--- config.mk ---
export PLATFORM = sky130hd
export DESIGN_NAME = mem_access_unit
export DESIGN_NICKNAME = d
export VERILOG_FILES = /design/src/rtl/mem_access_unit.sv
export SDC_FILE = /design/constraint.sdc
export NUM_CORES = 1
export LEC_CHECK = 0
export BUFFER_PORTS_ARGS = -buffer_cell sky130_fd_sc_hd__buf_2
export CAP_MARGIN = 20
export CORE_MARGIN = 3
export CORE_UTILIZATION = 48
export DETAILED_ROUTE_END_ITERATION = 10
export PLACE_DENSITY = 0.81
export SLEW_MARGIN = 20
export SYNTH_ARGS = -nofsm -noshare
export SYNTH_HDL_FRONTEND = slang
export SYNTH_SLANG_ARGS = --single-unit
--- constraint.sdc ---
create_clock -name clk -period 2.5 [get_ports clk]
set_input_delay 0.625 -clock clk [delete_from_list [all_inputs] [get_ports clk]]
set_output_delay 0.625 -clock clk [all_outputs]
set_load 0.02 [all_outputs]
--- src/rtl/mem_access_unit.sv ---
// MEM-stage load/store unit: turns a MEM-stage memory instruction into a single
// bus transaction on a split address/data handshake, and stalls the pipeline
// until the transaction completes. Loads are lane-extracted and extended here,
// and stores are lane-replicated here.
module mem_access_unit (
   input  logic        clk,
   input  logic        rst,
   input  logic        MemReadM,
   input  logic        MemWriteM,
   input  logic [1:0]  MemSizeM,
   input  logic        MemSignedM,
   input  logic [31:0] AddrM,
   input  logic [31:0] WriteDataM,
   input  logic        StallM,
   output logic [31:0] ReadDataM,
   output logic        StallReqM,
   output logic        AdelM,
   output logic        AdesM,
   output logic        data_req,
   output logic        data_wr,
   output logic [1:0]  data_size,
   output logic [31:0] data_addr,
   output logic [31:0] data_wdata,
   input  logic        data_addr_ok,
   input  logic [31:0] data_rdata,
   input  logic        data_data_ok
);

   typedef enum logic [1:0] {
      IDLE = 2'b00,
      REQ  = 2'b01,
      WAIT = 2'b10,
      DONE = 2'b11
   } state_t;

   state_t state, state_next;

   logic        is_word;
   logic [1:0]  size_norm;
   logic        misaligned;
   logic        pending;
   logic        start;
   logic        capture;
   logic [31:0] wdata_rep;
   logic [7:0]  byte_sel;
   logic [15:0] half_sel;
   logic [31:0] load_ext;

   logic        req_wr;
   logic        req_signed;
   logic [1:0]  req_size;
   logic [31:0] req_addr;
   logic [31:0] req_wdata;

   // Size 11 behaves as a word, so it is folded to 10 before anything uses it.
   assign is_word    = MemSizeM[1];
   assign size_norm  = is_word ? 2'b10 : MemSizeM;
   assign misaligned = ((MemSizeM == 2'b01) & AddrM[0]) |
                       (is_word & (AddrM[1:0] != 2'b00));
   assign pending    = (MemReadM | MemWriteM) & ~misaligned;

   assign AdelM = MemReadM & misaligned;
   assign AdesM = MemWriteM & misaligned;

   assign data_wr    = req_wr;
   assign data_size  = req_size;
   assign data_addr  = req_addr;
   assign data_wdata = req_wdata;

   // Replicate store data onto every lane so the bus can pick any byte lane.
   always_comb begin
      wdata_rep = WriteDataM;
      case (size_norm)
         2'b00:   wdata_rep = {4{WriteDataM[7:0]}};
         2'b01:   wdata_rep = {2{WriteDataM[15:0]}};
         default: wdata_rep = WriteDataM;
      endcase
   end

   // Pick the addressed lane out of the returned word and extend it to 32 bits.
   always_comb begin
      byte_sel = data_rdata[7:0];
      case (req_addr[1:0])
         2'b00:   byte_sel = data_rdata[7:0];
         2'b01:   byte_sel = data_rdata[15:8];
         2'b10:   byte_sel = data_rdata[23:16];
         default: byte_sel = data_rdata[31:24];
      endcase
      half_sel = req_addr[1] ? data_rdata[31:16] : data_rdata[15:0];
      load_ext = data_rdata;
      case (req_size)
         2'b00:   load_ext = {{24{req_signed & byte_sel[7]}}, byte_sel};
         2'b01:   load_ext = {{16{req_signed & half_sel[15]}}, half_sel};
         default: load_ext = data_rdata;
      endcase
   end

   // Next-state and handshake decode; stray addr_ok/data_ok are ignored outside
   // the states that wait for them.
   always_comb begin
      state_next = state;
      StallReqM  = 1'b0;
      data_req   = 1'b0;
      start      = 1'b0;
      capture    = 1'b0;
      case (state)
         IDLE: begin
            if (pending) begin
               start      = 1'b1;
               StallReqM  = 1'b1;
               state_next = REQ;
            end
         end
         REQ: begin
            data_req  = 1'b1;
            StallReqM = 1'b1;
            if (data_addr_ok) begin
               if (data_data_ok) begin
                  capture    = 1'b1;
                  state_next = DONE;
               end else begin
                  state_next = WAIT;
               end
            end
         end
         WAIT: begin
            StallReqM = 1'b1;
            if (data_data_ok) begin
               capture    = 1'b1;
               state_next = DONE;
            end
         end
         DONE: begin
            if (!StallM) begin
               state_next = IDLE;
            end
         end
         default: state_next = IDLE;
      endcase
   end

   // State register; reset abandons any in-flight transaction.
   always_ff @(posedge clk or negedge rst) begin
      if (!rst) begin
         state <= IDLE;
      end else begin
         state <= state_next;
      end
   end

   // Request registers hold the bus request stable for the whole handshake.
   always_ff @(posedge clk or negedge rst) begin
      if (!rst) begin
         req_wr     <= 1'b0;
         req_signed <= 1'b0;
         req_size   <= 2'b00;
         req_addr   <= 32'h0;
         req_wdata  <= 32'h0;
      end else if (start) begin
         req_wr     <= MemWriteM;
         req_signed <= MemSignedM;
         req_size   <= size_norm;
         req_addr   <= AddrM;
         req_wdata  <= wdata_rep;
      end
   end

   // Result register; stores complete with a zero result.
   always_ff @(posedge clk or negedge rst) begin
      if (!rst) begin
         ReadDataM <= 32'h0;
      end else if (capture) begin
         ReadDataM <= req_wr ? 32'h0 : load_ext;
      end
   end

endmodule

==> summary.txt, run 1 <==
Area growth from synthesis to layout: 29.2%
Cell Pwr Density: 1300 nW/um2
CTS Root Cell: clkbuf_8
Reg-to-reg endpoint: ReadDataM[20]
Die height: 106 um
Worst reg2reg setup slack: 0.38 ns
MaxCap Viol Count: 0
Final Cell Area: 6180 um2
Fin crit period: 2.38 ns
Total GRT Usage: 0.235
Hold Fails Final Rpt: 0
TritonCTS buffer count: 9
Top delay family on crit path: flip-flops
Leakage: 3.17 nW
Number of I/O pins: 209
Worst path cell trace: inv_1, ha_1, o2111ai_4, a21oi_1, buf_2
CTS H-tree depth: 3
PortBufs: 208
Yosys cell types: 43
Crit path launch type: register
WL final: 13400 um
FF/Latch Area: 2550 um2
Drt pass-1 iters: 4
Core area: 9460 um2
Critical Path AT: 1.76 ns
Reg2reg path depth: 6
Site row count: 35
Die width: 106 um
Vias/cell: 5.54
Yosys reg bits: 102
DR iter-0 viols: 199
Placed Area: 5970 um2
Cells after synthesis: 417
Starting Density: 0.506
Clk pin slew, worst setup/hold paths: 0.10 ns
Critical path launch point: state[1]
Fillers: 788
Max VDD drop: 0.000638 V
Number of global-route vias before repair: 4215
Layout cells sized above 1: 0.467
Via count of the routed design: 4153
First-pass GRT wire length: 20900 um
Initial antenna violation count: 0
Worst slew pin tran: 0.737 ns
Setup violators final: 0
Slew HR: 0.507
Worst path bufs/invs: 2
Post-synth ARST share: 1.00
Multi-input gate area in the final layout: 2100 um2
Peak Freq: 420 MHz
Antenna diode count: 0
Largest net degree at the start of global routing: 94
Dpl hpwl: 10200 um
Crit Path Class: reg -> out
DRC: 0
Max stage delay on crit path: 0.45 ns
Setup Fix Bufs, Post-CTS: 0
Levels on crit path: 5
Post-synth EDFFs: 0
Worst r2r src: state[0]
Area of the mapped netlist: 4790 um2
Critical Path RT: 1.88 ns
Pins Over Slew Limit: 0
Syn_nets: 529
Clock skew after layout: 0.0116 ns
Die area: 11200 um2
TritonCTS clock tree: done
Tcrit/Tclk final: 0.953
Clock tree buffer depth: 2
Sinks on Clock Net: 102
Fin nets: 728
Crit-path max FO: 5
WL/cell: 17.8 um
Yosys Warn Count: 0
Worst-Skew Late Latency: 0.36 ns
Syn Area/Cell: 11.5 um2
Min-Delay Path Class: in -> async
Critical path capture point type: primary output
Most used flip-flop cell after synthesis: dfrtp_1
Grt ovf: 0
Slowest CP cell: dfrtp_1
GPL Wtd Cong: 0.927
Final setup TNS: 0 ns
Sequential area share after synthesis: 0.533
RSZ-0062 raised after global routing: false
Final ANT Viol Nets: 0
Status: completed
==> cells in the mapped netlist, drive strengths merged (4+ instances only) <==
library cell	count	area (um2)
ha	6	75.1
dfrtp	102	2550
buf	13	70.1
mux2i	26	260
clkbuf	16	60.1
inv	6	22.5
a311oi	6	52.6
o21ai	46	230
nand2	37	139
nor2	18	70.1
a21oi	16	80.1
nor3	14	80.1
mux2	53	601
a221o	17	170
a21boi	7	52.6
nor2b	4	25.0
a22o	9	78.8
==> per-stage QoR <==
| stage | setup slack, ns | instances | hold slack, ns | util | power (W) |
|---|---|---|---|---|---|
| after floorplan | 0.0146 | 417 | 0.329 | - | 0.00556 |
| after global placement | 0.283 | 734 | 0.458 | 0.631 | 0.00685 |
| after detailed placement | 0.149 | 734 | 0.467 | 0.631 | 0.00702 |
| after CTS | 0.0982 | 750 | 0.288 | 0.653 | 0.00810 |
| after global routing | 0.0257 | 750 | 0.310 | 0.654 | 0.00857 |
| final | 0.118 | 750 | 0.274 | 0.654 | 0.00806 |
==> registers in the layout, indices dropped and copies added, names as in the netlist <==
| name | count |
|---|---|
| ReadDataM | 32 |
| data_addr | 32 |
| data_wdata | 32 |
| data_size | 2 |
| state | 2 |
| data_wr | 1 |
| req_signed | 1 |
==> report_power, final <==
group	leakage (nW)	internal (W)	switching, W
combinational	1.79	0.00159	0.00239
clock	0.105	0.000502	0.000581
sequential	1.27	0.00244	0.000548
==> cells by family after synthesis <==
kind of cell / Yosys count / share of synthesized area
adders and majority gates: 6 / 0.0157
muxes: 79 / 0.180
AOI/OAI and AO/OA: 111 / 0.158
and+or+nand+nor: 83 / 0.0803
DFF: 102 / 0.533
buffers and inverters: 36 / 0.0327
==> per-layer routing <==
layer / wire, um / up-vias / GRT usage
li1: - / 1923 / -
met1: 5110 / 1995 / 0.273
met2: 6530 / 206 / 0.403
met3: 1340 / 29 / 0.0729
met4: 383 / 0 / 0.0953
met5: 0 / - / 0
==> final cells by class <==
cell class,count,share of cell area
Multi-Input combinational cell,279,0.340
Tap cell,129,0.0261
Sequential cell,102,0.413
Clock buffer,11,0.0229
Inverter,7,0.00425
Clock inverter,5,0.0105
Timing Repair Buffer,217,0.184
==> worst register-to-register path: cells and delay by family (launching register included) <==
kind	cells	cell delay [ns]
compound gates	1	0.25
fa+ha+maj	1	0.32
simple gates	3	0.94
buf+inv	1	0.12
flops	1	0.44
==> placed cells by master, fill, tap and decap left out, types with 2 or more instances in the layout <==
| master | count |
|---|---|
| buf_2 | 207 |
| dfrtp_1 | 102 |
| mux2_2 | 51 |
| o21ai_0 | 45 |
| nand2_1 | 37 |
| mux2i_1 | 26 |
| nor2_1 | 17 |
| a221o_1 | 17 |
| a21oi_1 | 16 |
| nor3_1 | 12 |
| clkbuf_8 | 10 |
| a22o_1 | 9 |
| buf_4 | 8 |
| a21boi_0 | 7 |
| inv_1 | 6 |
| a311oi_1 | 6 |
| ha_1 | 6 |
| nor2b_1 | 4 |
| and2_1 | 2 |
| and3b_1 | 2 |
| a211oi_1 | 2 |
| clkinv_4 | 2 |
| inv_6 | 2 |
| buf_12 | 2 |
==> how the worst max path moves through the flow <==
| stage | to |
|---|---|
| 4_1_cts | StallReqM |
| 2_1_floorplan | StallReqM |
| 3_3_place_gp | ReadDataM[17] |
| 3_5_place_dp | ReadDataM[24] |
| 6_report | StallReqM |
| 5_1_grt | StallReqM |
==> repair_timing <==
item                       in CTS  in global routing
setup endpoints to repair       0                  6
gates resized for setup         0                  1
hold buffers                    0                  0
No activity file was read; power rests on OpenSTA's default activity.
==> inputs of run 2 (changes only) <==
--- a/config.mk
+++ b/config.mk
@@ -5,12 +5,13 @@
 export SDC_FILE = /design/constraint.sdc
 export NUM_CORES = 1
 export LEC_CHECK = 0
+export ABC_AREA = 1
 export BUFFER_PORTS_ARGS = -buffer_cell sky130_fd_sc_hd__buf_2
 export CAP_MARGIN = 20
 export CORE_MARGIN = 3
 export CORE_UTILIZATION = 48
 export DETAILED_ROUTE_END_ITERATION = 10
-export PLACE_DENSITY = 0.81
+export PLACE_DENSITY = 0.85
 export SLEW_MARGIN = 20
 export SYNTH_ARGS = -nofsm -noshare
 export SYNTH_HDL_FRONTEND = slang
==> run 2 against run 1 <==
Against the previous run:
- critical path depth unchanged
- via count increased by 21%
- clock power about the same
- die area increased by 3.9%
- count of clock-buffer cells in the layout decreased by 2
- global-route usage increased by 2.2 points
- fmax increased by 4.5%
- sequential power decreased by 3%
- sequential cell count unchanged
- total power decreased by 2.9%
- clock skew about the same
- final cell count increased by 34%
- critical path type unchanged
- largest power group unchanged
==> summary.txt, run 2 <==
Status: completed
Final Cell Area: 6330 um2
Yosys reg bits: 102
Syn_nets: 780
Sequential area share after synthesis: 0.512
Top cells by area, synth: dfrtp_1 51%, nand2_1 26%, a21oi_1 3.6%, o21ai_0 3.4%, nand3_1 2.7%
Reg2reg path depth: 6
Leakage: 3.83 nW
WL final: 14900 um
Die area: 11600 um2
Setup Fix Bufs, Post-CTS: 0
Sinks on Clock Net: 102
Dpl hpwl: 11100 um
Worst r2r src: data_addr[1]
Synth top area share: 0.512
CTS H-tree depth: 3
Post-synth ARST share: 1.00
Syn Area/Cell: 7.46 um2
Critical Path AT: 1.65 ns
Slowest CP cell: dfrtp_1
Critical Path RT: 1.88 ns
Layout cells sized above 1: 0.282
Crit path launch type: register
Most common cell in the netlist: nand2_1
Initial antenna violation count: 1
Min-Delay Path Class: in -> async
Starting Density: 0.501
Clock skew after layout: 0.0113 ns
Most used flip-flop cell after synthesis: dfrtp_1
Top cells by count, synth: 350 x nand2_1, 102 x dfrtp_1, 36 x a21oi_1
Drt pass-1 iters: 5
Grt ovf: 0
Fin crit period: 2.28 ns
DR iter-0 viols: 366
Fillers: 937
RSZ-0062 raised after global routing: false
GPL Wtd Cong: 0.920
Largest net degree at the start of global routing: 68
Hold Fails Final Rpt: 0
Final setup TNS: 0 ns
Most used cell, CP: inv_1
Clk pin slew, worst setup/hold paths: 0.10 ns
Number of I/O pins: 209
Reg-to-reg endpoint: ReadDataM[31]
Multi-input gate area in the final layout: 2130 um2
DRC: 0
Number of global-route vias before repair: 4777
Crit-path max FO: 6
Clock tree buffer depth: 2
TritonCTS clock tree: done
Max VDD drop: 0.000689 V
Commonest non-fill, non-tap cell in the layout: nand2_1
Setup violators final: 0
First-pass GRT wire length: 23600 um
Site row count: 36
Worst-Skew Late Latency: 0.36 ns
Worst path cell trace: inv_1, ha_1, inv_1, a21oi_1, buf_2
Die width: 108 um
Die height: 108 um
CTS Root Cell: clkbuf_8
Final core occ: 0.636
Peak Freq: 439 MHz
FF/Latch Area: 2550 um2
Crit Path Class: reg -> out
Worst hold-check slack: 0.270 ns
Yosys Warn Count: 0
Via count of the routed design: 5030
Cts repair resizes: 0
WL/cell: 14.8 um
Area growth from synthesis to layout: 27.1%
Cells after synthesis: 668
Worst path bufs/invs: 3
Final ANT Viol Nets: 0
PortBufs: 208
Cell taking the most area after synthesis: dfrtp_1
TritonCTS buffer count: 9
Tcrit/Tclk final: 0.912
Critical path capture point type: primary output
Max stage delay on crit path: 0.48 ns
Cells after DPL: 988
Commonest cells after routing, fill and taps aside: 350 x nand2_1, 207 x buf_2, 102 x dfrtp_1
Pins Over Slew Limit: 0
Fin nets: 978
CTS Hold Bufs: 0
MaxCap Viol Count: 0
Total GRT Usage: 0.257
Core area: 9950 um2
Post-synth EDFFs: 0
Cell Pwr Density: 1240 nW/um2
Slew HR: 0.562
Vias/cell: 5.01
Yosys cell types: 24
Worst slew pin tran: 0.657 ns
Placed Area: 6130 um2
Worst reg2reg setup slack: 0.53 ns
Top delay family on crit path: flip-flops
Final Non-Filler Cells: 1004
Area of the mapped netlist: 4980 um2
Antenna diode count: 0
[run 2: where the power goes]
group | internal (W) | leakage (nW) | total, W | switching [W]
clock network | 0.000476 | 0.102 | 0.00109 | 0.000610
registers | 0.00238 | 1.30 | 0.00290 | 0.000518
logic | 0.00127 | 2.43 | 0.00385 | 0.00258
[run 2: final cells by class]
| cell class | count | area share |
|---|---|---|
| inverter | 33 | 0.0196 |
| sequential | 102 | 0.403 |
| clock inverter | 7 | 0.0126 |
| clock buffer | 9 | 0.0196 |
| timing repair buffer | 219 | 0.182 |
| multi-input combinational | 501 | 0.337 |
| tap | 133 | 0.0263 |
[run 2: cell families after synthesis]
family,count (synthesis),share of synthesized area
compound gates,75,0.0778
fa+ha+maj,6,0.0151
buf+inv,65,0.0595
flops,102,0.512
simple gates,420,0.335
[run 2: worst max-delay path by stage]
stage	start	end	slack [ns]	cells after the start
2_1_floorplan	MemSizeM[0]	StallReqM	0.16	6
3_3_place_gp	MemSizeM[1]	StallReqM	0.37	6
3_5_place_dp	MemSizeM[1]	data_wdata[14]	0.32	7
4_1_cts	state[0]	StallReqM	0.19	5
5_1_grt	state[0]	StallReqM	0.08	5
6_report	state[1]	StallReqM	0.22	5
[run 2: worst register-to-register path: cells and delay by family (launching register included)]
| family | cells | cell delay [ns] |
|---|---|---|
| AND/OR/NAND/NOR | 5 | 0.87 |
| flip-flops | 1 | 0.78 |
| AO/OA/AOI/OAI | 1 | 0.22 |
[run 2: layer usage]
| metal | GRT usage | share of wire | routed length, um |
|---|---|---|---|
| met1 | 0.336 | 0.41 | 6100 |
| met2 | 0.422 | 0.48 | 7140 |
| met3 | 0.0672 | 0.097 | 1440 |
| met4 | 0.0694 | 0.014 | 206 |
| met5 | 0 | 0.00047 | 7 |
[run 2: stage by stage]
| step | worst slack [ns] | total power (W) |
|---|---|---|
| 6_report | 0.220 | 0.00783 |
| 5_1_grt | 0.0759 | 0.00844 |
| 4_1_cts | 0.192 | 0.00789 |
| 3_5_place_dp | 0.321 | 0.00678 |
| 3_3_place_gp | 0.369 | 0.00669 |
| 2_1_floorplan | 0.164 | 0.00541 |
